**src/rtl/risc16_mem_arb_if.sv**
```systemverilog
// Bus bundle for risc16_mem_arb: core data port, host req/ack port,
// memory macro port and statistics counters.
interface risc16_mem_arb_if #(
  parameter int unsigned ADDR_W = 15
);
  logic [15:0]       core_addr;
  logic              core_oe;
  logic              core_we;
  logic [15:0]       core_wdata;
  logic [15:0]       core_rdata;

  logic              h_req;
  logic              h_we;
  logic [15:0]       h_addr;
  logic [15:0]       h_wdata;
  logic              h_ack;
  logic [15:0]       h_rdata;
  logic              h_busy;
  logic              h_starve;

  logic              mem_en;
  logic              mem_we;
  logic [ADDR_W-1:0] mem_addr;
  logic [15:0]       mem_wdata;
  logic [15:0]       mem_rdata;

  logic              stats_clr;
  logic [15:0]       st_core_rd;
  logic [15:0]       st_core_wr;
  logic [15:0]       st_host;
  logic [15:0]       st_host_wait;

  modport slave (
    input  core_addr, core_oe, core_we, core_wdata,
    output core_rdata,
    input  h_req, h_we, h_addr, h_wdata,
    output h_ack, h_rdata, h_busy, h_starve,
    output mem_en, mem_we, mem_addr, mem_wdata,
    input  mem_rdata,
    input  stats_clr,
    output st_core_rd, st_core_wr, st_host, st_host_wait
  );

  modport master (
    output core_addr, core_oe, core_we, core_wdata,
    input  core_rdata,
    output h_req, h_we, h_addr, h_wdata,
    input  h_ack, h_rdata, h_busy, h_starve,
    input  mem_en, mem_we, mem_addr, mem_wdata,
    output mem_rdata,
    output stats_clr,
    input  st_core_rd, st_core_wr, st_host, st_host_wait
  );
endinterface

```
**src/rtl/risc16_mem_arb.sv**
```systemverilog
// Core/host arbiter for the risc16f data memory; core always wins, host is queued one deep.
// Optional statistics counters are enabled by defining RISC16_MEM_ARB_STATS_EN.
module risc16_mem_arb #(
  parameter int unsigned ADDR_W       = 15,
  parameter int unsigned STARVE_LIMIT = 64
) (
  input logic             clk,
  input logic             rst,
  risc16_mem_arb_if.slave bus
);

  typedef enum logic [1:0] {IDLE, PEND, ACK} state_t;

  state_t            state;
  logic              lat_we;
  logic [ADDR_W-1:0] lat_addr;
  logic [15:0]       lat_wdata;
  logic [15:0]       wait_cnt;
  logic [15:0]       h_rdata_q;

  logic core_act;
  logic host_issue;
  logic unused_bits;

  assign core_act   = bus.core_oe | bus.core_we;
  // Gated by rst so a request discarded by reset never reaches the memory.
  assign host_issue = (state == PEND) && !core_act && !rst;

  assign unused_bits = ^{bus.core_addr, bus.h_addr, bus.stats_clr};

  always_comb begin
    bus.mem_en    = 1'b0;
    bus.mem_we    = 1'b0;
    bus.mem_addr  = bus.core_addr[ADDR_W:1];
    bus.mem_wdata = bus.core_wdata;
    if (core_act) begin
      bus.mem_en = 1'b1;
      bus.mem_we = bus.core_we;
    end else if (host_issue) begin
      bus.mem_en    = 1'b1;
      bus.mem_we    = lat_we;
      bus.mem_addr  = lat_addr;
      bus.mem_wdata = lat_wdata;
    end
  end

  assign bus.core_rdata = bus.mem_rdata;

  always_ff @(posedge clk) begin
    if (rst) begin
      state     <= IDLE;
      lat_we    <= 1'b0;
      lat_addr  <= '0;
      lat_wdata <= '0;
      wait_cnt  <= '0;
      h_rdata_q <= '0;
    end else begin
      case (state)
        IDLE: begin
          if (bus.h_req) begin
            lat_we    <= bus.h_we;
            lat_addr  <= bus.h_addr[ADDR_W:1];
            lat_wdata <= bus.h_wdata;
            wait_cnt  <= '0;
            state     <= PEND;
          end
        end
        PEND: begin
          if (core_act) begin
            if (wait_cnt != '1)
              wait_cnt <= wait_cnt + 16'd1;
          end else begin
            if (!lat_we)
              h_rdata_q <= bus.mem_rdata;
            state <= ACK;
          end
        end
        ACK:     state <= IDLE;
        default: state <= IDLE;
      endcase
    end
  end

  assign bus.h_ack    = (state == ACK);
  assign bus.h_busy   = (state != IDLE);
  assign bus.h_starve = (state == PEND) && (wait_cnt >= 16'(STARVE_LIMIT));
  assign bus.h_rdata  = h_rdata_q;

`ifdef RISC16_MEM_ARB_STATS_EN
  logic [15:0] st_rd_q, st_wr_q, st_host_q, st_wait_q;

  always_ff @(posedge clk) begin
    if (rst || bus.stats_clr) begin
      st_rd_q   <= '0;
      st_wr_q   <= '0;
      st_host_q <= '0;
      st_wait_q <= '0;
    end else begin
      if (bus.core_oe && !bus.core_we) st_rd_q   <= st_rd_q + 16'd1;
      if (bus.core_we)                 st_wr_q   <= st_wr_q + 16'd1;
      if (host_issue)                  st_host_q <= st_host_q + 16'd1;
      if ((state == PEND) && core_act) st_wait_q <= st_wait_q + 16'd1;
    end
  end

  assign bus.st_core_rd   = st_rd_q;
  assign bus.st_core_wr   = st_wr_q;
  assign bus.st_host      = st_host_q;
  assign bus.st_host_wait = st_wait_q;
`else
  assign bus.st_core_rd   = '0;
  assign bus.st_core_wr   = '0;
  assign bus.st_host      = '0;
  assign bus.st_host_wait = '0;
`endif

endmodule

```
**src/flat_wrapper.sv**
```systemverilog
// flat-port wrapper written by rule: the top's interface ports become plain ports
module risc16_mem_arb_flat 
#(
  parameter int unsigned ADDR_W       = 15,
  parameter int unsigned STARVE_LIMIT = 64
)
  (clk, rst, bus_core_addr, bus_core_oe, bus_core_we, bus_core_wdata, bus_core_rdata, bus_h_req, bus_h_we, bus_h_addr, bus_h_wdata, bus_h_ack, bus_h_rdata, bus_h_busy, bus_h_starve, bus_mem_en, bus_mem_we, bus_mem_addr, bus_mem_wdata, bus_mem_rdata, bus_stats_clr, bus_st_core_rd, bus_st_core_wr, bus_st_host, bus_st_host_wait);
  risc16_mem_arb_if #(.ADDR_W(ADDR_W)) bus_i ();
  input logic clk;
  input logic rst;
  input wire logic [$bits(bus_i.core_addr)-1:0] bus_core_addr;
  input wire logic [$bits(bus_i.core_oe)-1:0] bus_core_oe;
  input wire logic [$bits(bus_i.core_we)-1:0] bus_core_we;
  input wire logic [$bits(bus_i.core_wdata)-1:0] bus_core_wdata;
  output wire logic [$bits(bus_i.core_rdata)-1:0] bus_core_rdata;
  input wire logic [$bits(bus_i.h_req)-1:0] bus_h_req;
  input wire logic [$bits(bus_i.h_we)-1:0] bus_h_we;
  input wire logic [$bits(bus_i.h_addr)-1:0] bus_h_addr;
  input wire logic [$bits(bus_i.h_wdata)-1:0] bus_h_wdata;
  output wire logic [$bits(bus_i.h_ack)-1:0] bus_h_ack;
  output wire logic [$bits(bus_i.h_rdata)-1:0] bus_h_rdata;
  output wire logic [$bits(bus_i.h_busy)-1:0] bus_h_busy;
  output wire logic [$bits(bus_i.h_starve)-1:0] bus_h_starve;
  output wire logic [$bits(bus_i.mem_en)-1:0] bus_mem_en;
  output wire logic [$bits(bus_i.mem_we)-1:0] bus_mem_we;
  output wire logic [$bits(bus_i.mem_addr)-1:0] bus_mem_addr;
  output wire logic [$bits(bus_i.mem_wdata)-1:0] bus_mem_wdata;
  input wire logic [$bits(bus_i.mem_rdata)-1:0] bus_mem_rdata;
  input wire logic [$bits(bus_i.stats_clr)-1:0] bus_stats_clr;
  output wire logic [$bits(bus_i.st_core_rd)-1:0] bus_st_core_rd;
  output wire logic [$bits(bus_i.st_core_wr)-1:0] bus_st_core_wr;
  output wire logic [$bits(bus_i.st_host)-1:0] bus_st_host;
  output wire logic [$bits(bus_i.st_host_wait)-1:0] bus_st_host_wait;
  assign bus_i.core_addr = bus_core_addr;
  assign bus_i.core_oe = bus_core_oe;
  assign bus_i.core_we = bus_core_we;
  assign bus_i.core_wdata = bus_core_wdata;
  assign bus_core_rdata = bus_i.core_rdata;
  assign bus_i.h_req = bus_h_req;
  assign bus_i.h_we = bus_h_we;
  assign bus_i.h_addr = bus_h_addr;
  assign bus_i.h_wdata = bus_h_wdata;
  assign bus_h_ack = bus_i.h_ack;
  assign bus_h_rdata = bus_i.h_rdata;
  assign bus_h_busy = bus_i.h_busy;
  assign bus_h_starve = bus_i.h_starve;
  assign bus_mem_en = bus_i.mem_en;
  assign bus_mem_we = bus_i.mem_we;
  assign bus_mem_addr = bus_i.mem_addr;
  assign bus_mem_wdata = bus_i.mem_wdata;
  assign bus_i.mem_rdata = bus_mem_rdata;
  assign bus_i.stats_clr = bus_stats_clr;
  assign bus_st_core_rd = bus_i.st_core_rd;
  assign bus_st_core_wr = bus_i.st_core_wr;
  assign bus_st_host = bus_i.st_host;
  assign bus_st_host_wait = bus_i.st_host_wait;
  risc16_mem_arb #(.ADDR_W(ADDR_W), .STARVE_LIMIT(STARVE_LIMIT)) u_core (.clk(clk), .rst(rst), .bus(bus_i));
endmodule
```
**config.mk**
```make
export PLATFORM = sky130hd
export DESIGN_NAME = risc16_mem_arb_flat
export DESIGN_NICKNAME = d
export VERILOG_FILES = /design/src/rtl/risc16_mem_arb_if.sv /design/src/rtl/risc16_mem_arb.sv /design/src/flat_wrapper.sv
export SDC_FILE = /design/constraint.sdc
export NUM_CORES = 1
export LEC_CHECK = 0
export ABC_AREA = 1
export CORE_UTILIZATION = 42
export DETAILED_ROUTE_END_ITERATION = 6
export GPL_TIMING_DRIVEN = 0
export HOLD_SLACK_MARGIN = 0.06
export PLACE_DENSITY = 0.91
export SLEW_MARGIN = 20
export SYNTH_ARGS = -nofsm -noshare
export SYNTH_HDL_FRONTEND = slang
export SYNTH_SLANG_ARGS = --single-unit
```
**constraint.sdc**
```tcl
create_clock -name clk -period 4.77 [get_ports clk]
set_clock_uncertainty 0.2 [all_clocks]
set_input_delay 0.7155 -clock clk [delete_from_list [all_inputs] [get_ports clk]]
set_output_delay 0.7155 -clock clk [all_outputs]
set_load 0.01 [all_outputs]
```
After elaboration in Yosys (flattened, before gate mapping)
Cells that the tools add are included.
{"block": "word_totals", "wordCells": 45, "input_bits": 87, "reg_bits": 66}
{"block": "classes", "mux": 15, "n_reduce_logical": 12, "bitwise_logic": 3, "n_addsub": 1, "n_eq_ne": 7, "n_lt_le_gt_ge": 1}
{"op": "$mux W16", "count": 5}
{"op": "$pmux W16 S2", "count": 1}
{"op": "$mux W15", "count": 2}
{"op": "$add A16 B1 Y16 const B", "count": 1}
{"op": "$ge A16 B7 Y1 const B", "count": 1}
{"op": "$ne A16 B16 Y1 const B", "count": 1}
{"op": "$ne A2 B2 Y1 const B", "count": 3}
{"op": "$mux W1", "count": 4}
{"op": "$mux W2", "count": 2}
{"op": "$pmux W2 S2", "count": 1}
{"op": "$reduce_and A2 Y1", "count": 2}
{"op": "$reduce_and A4 Y1", "count": 1}
{"op": "$reduce_bool A2 Y1", "count": 2}
{"op": "$logic_and A1 B1 Y1", "count": 3}
{"op": "$reduce_and A3 Y1", "count": 1}
{"op": "$eq A2 B1 Y1 const B", "count": 1}
{"op": "$eq A2 B2 Y1 const B", "count": 1}
{"op": "$logic_not A1 Y1", "count": 2}
{"op": "$logic_not A2 Y1", "count": 1}
{"op": "$ne A2 B1 Y1 const B", "count": 1}
{"op": "$not A1 Y1", "count": 2}
{"op": "$or A1 B1 Y1", "count": 1}

Logic depth before layout (Yosys ltp)
{"block": "depth", "word_depth": 6, "depth_mapped": 11, "ltp_nobuf": 10}

Least setup slack after synthesis
OpenSTA, ideal clock, no wires.
{"block": "synth_path", "path_kind": "input to output", "from": "input port bus_core_we", "to": "output port bus_mem_we", "stages": 6, "setup_slack_ns": 2.241, "arrival_ns": 1.614, "path_cell_list": "nor2_2 -> nand2_1 -> nor2_4 -> inv_2 -> buf_2 -> o21bai_1"}
{"block": "synth_via", "elab_chain_cells": 6}
{"element": "start: declaration", "line_no": "flat_wrapper.sv:13", "text": "input wire logic [$bits(bus_i.core_we)-1:0] bus_core_we;"}
{"element": "$or A1 B1 Y1", "line_no": "risc16_mem_arb.sv:25", "text": "assign core_act = bus.core_oe | bus.core_we;"}
{"element": "$logic_not A1 Y1", "line_no": "risc16_mem_arb.sv:27", "text": "assign host_issue = (state == PEND) && !core_act && !rst;"}
{"element": "$logic_and A1 B1 Y1 (2 in series)", "line_no": "risc16_mem_arb.sv:27"}
{"element": "$mux W1", "line_no": "risc16_mem_arb.sv:39", "text": "end else if (host_issue) begin"}
{"element": "$mux W1 (*)", "line_no": "risc16_mem_arb.sv:36", "text": "if (core_act) begin"}
{"element": "end: declaration", "line_no": "flat_wrapper.sv:25", "text": "output wire logic [$bits(bus_i.mem_we)-1:0] bus_mem_we;"}
Every way passes the cells marked *; elsewhere a longest branch is shown, timed or not.

Worst setup path after layout
Ends and elaborated chain as after synthesis.

==> summary.md <==
| Metric | Value |
|---|---|
| IO Pins | approximately 220 |
| CP Capture Type | primary output |
| Slew margin rel. | 0.651 |
| Avg Vias per Cell | 4.40 |
| Area of the multi-input gates | approximately 0.0020 mm² |
| Horiz. Die Dim | 99.0 µm |
| Clock Tree Buf Depth | 2 |
| Outcome | complete, no violations |
| Post-route cell area | roughly 0.0061 mm² |
| Row count | 35 |
| Worst R2R End | u_core.wait_cnt[8] |
| RSZ-0062 raised after global routing | no |
| Largest net degree at the start of global routing | 13 |
| Register Area | about 0.0013 mm² |
| Area delta synth->final | 53.5% |
| Fin nets | 920 |
| Worst-path clk slew | roughly 0.07 ns |
| Post-DP HPWL | just under 9000 µm |
| DP Cell Count | around 930 |
| N_diodes | 0 |
| Total CTS buffers | 9 |
| Worst R2R Path Depth | 8 |
| Routed len/inst | 11.6 µm |
| Fin crit share | 0.764 |
| Worst EP arrival | around 2.7 ns |
| TNS Setup | 0 ns |
| IO Port Bufs | ~150 |
| # H-tree levels | 3 |
| Full die area | 0.00980 mm² |
| Cts hold-fix bufs | 0 |
| F_max | ~270 MHz |
| GPL Wtd Cong | about 0.9 |
| Max-cap violation count | 0 |
| Slew @ Worst Pin | ~0.52 ns |
| Initial Util | 0.430 |
| Die height | 99.0 µm |
| CP max FO | 10 |
| DR iter-0 viols | roughly 140 |
| Grt ovf | 0 |
| Yosys warning count | 0 |
| Final setup viols | 0 |
| Unique masters post-synth | 27 |
| Fin. Hold Viols | 0 |
| Synthesized area | slightly below 0.004 mm² |
| Non-Filler Instances | 947 |
| Worst Hold End | u_core.bus.h_rdata[11] |
| Proportion of layout cells with a drive suffix above 1 | 0.161 |
| Worst VDD drop | 0.189 mV |
| First-pass GRT wire length | roughly 18000 µm |
| WHS | around 0.28 ns |
| LEAKAGE | approximately 2.9 nW |
| Clock sink count | 66 |
| Seq cells post-synth | between 60 and 70 |
| CTS root buffer | clkbuf_8 |
| Setup CP Type | input port to primary output |
| Worst r2r src | u_core.state[1] |
| Pwr dens | approximately 250 mW/mm² |
| Synth Instances | about 610 |
| Post-route ant nets | 0 |
| Layout Utilization | 0.660 |
| Total GRT Usage | 0.224 |
| Worst setup SP type | input port |
| Sequential fraction of the synthesis area | 0.334 |
| R2r setup slk | 2.96 ns |
| # fillers | 810 |
| DRC | 0 |
| Req. time, crit path | just under 4 ns |
| Drt total wl | 11000 µm |
| Resize count post-CTS | 0 |
| Pre-antenna DRT Iters | 5 |
| Worst hold-check path type | register to register |
| Cell Area, Placed | between 0.005 and 0.006 mm² |
| Vias in the first global route | about 3800 |
| Via count | between 4000 and 5000 |
| Post-route minimum period | 3.65 ns |
| Clock Latency Late Sink | around 0.33 ns |
| Hold path depth | 2 |
| Post-CTS setup buffers | 0 |
| Initial antenna violation count | 0 |
| Hold wc startpoint | u_core.bus.h_rdata[11] |
| Core box area | approximately 0.009 mm² |
| Synthesized area per cell | ~6.5 µm² |
| CTS tree | done |
| Max Transition Viols Final | 0 |
## cell usage in the layout (no fill, tap or decap), drive strengths merged
master and n:
nand3b 1, bufinv 2, dfxtp 66, clkinv 1
o21bai 1, o21ai 56, buf 93, clkbuf 21
clkdlybuf4s50 151, nor2 132, nor3b 1, nand3 27
conb 64, ha 2, nor4 1, nand4 6
nor3 1, inv 40, clkinvlp 2, a21oi 7
nand2 161
## per-layer routing
layer,part of all wire,track usage,wire [µm],vias to the layer above
li1,-,-,-,2181
met1,0.41,0.254,4540,1842
met2,0.52,0.429,5730,130
met3,0.056,0.0496,622,15
met4,0.011,0.0436,120,0
met5,0,0,0,-
## through the flow
step	setup WS (ns)	power, W
after CTS	1.09	0.00153
after detailed placement	1.10	0.000999
after floorplan	2.24	0.000832
after global routing	0.988	0.00160
final	1.12	0.00152
after global placement	1.10	0.000991
## synth_stat cells, drive strengths merged
cell | instances | area share
conb | 1 | 0.00095
clkbuf | 11 | 0.013
nand2 | 161 | 0.16
nor3b | 1 | 0.0019
nand4 | 6 | 0.0095
inv | 39 | 0.037
nor3 | 1 | 0.0013
nor2 | 132 | 0.14
nand3b | 1 | 0.0019
a21oi | 7 | 0.0089
dfxtp | 66 | 0.33
buf | 93 | 0.17
o21bai | 1 | 0.0019
nor4 | 1 | 0.0016
ha | 2 | 0.0063
o21ai | 56 | 0.074
nand3 | 27 | 0.041
## layout make-up
| cell class | instances | share of cell area |
|---|---|---|
| inverter | 39 | 0.0241 |
| clock buffer | 10 | 0.0227 |
| sequential | 66 | 0.218 |
| tap | 111 | 0.0229 |
| clock inverter | 6 | 0.0146 |
| buffer | 104 | 0.122 |
| multi-input combinational | 460 | 0.327 |
| timing repair buffer | 151 | 0.249 |
## worst max-delay path by stage
stage | slack [ns] | end | start
4_1_cts | 1.09 | bus_mem_addr[12] | bus_core_we
5_1_grt | 0.99 | bus_mem_addr[12] | bus_core_we
2_1_floorplan | 2.24 | bus_mem_we | bus_core_we
3_3_place_gp | 1.10 | bus_mem_addr[12] | bus_core_we
6_report | 1.12 | bus_mem_we | bus_core_we
3_5_place_dp | 1.10 | bus_mem_addr[12] | bus_core_we
## logic make-up (layout without fill, tap and decap cells)
group                      after synthesis  count (layout)  synth area share
adders and majority gates                2               2           0.00633
buffers and inverters                  143             310             0.224
DFF                                     66              66             0.334
other                                    1              64          0.000949
and+or+nand+nor                        330             330             0.350
AOI/OAI and AO/OA                       64              64            0.0845
## report_power, final
| part | internal [W] | switching [W] | leakage (nW) |
|---|---|---|---|
| registers | 0.000588 | 0.0000216 | 0.542 |
| clock network | 0.000309 | 0.000222 | 0.109 |
| logic | 0.000207 | 0.000172 | 2.21 |
## sequential cells by signal, indices dropped and copies added, names as in the netlist
signal / flops
u_core.bus.h_rdata: 16
u_core.lat_wdata: 16
u_core.wait_cnt: 16
u_core.lat_addr: 15
u_core.state: 2
u_core.lat_we: 1
## critical path, stage by stage
cell,delay [ns]
clkdlybuf4s50_1,0.43
nor2_2,0.29
nand2_1,0.14
nor2_4,0.16
inv_2,0.09
buf_2,0.21
o21bai_1,0.14
clkdlybuf4s50_1,0.55
Power figures use the tool's default switching activity.
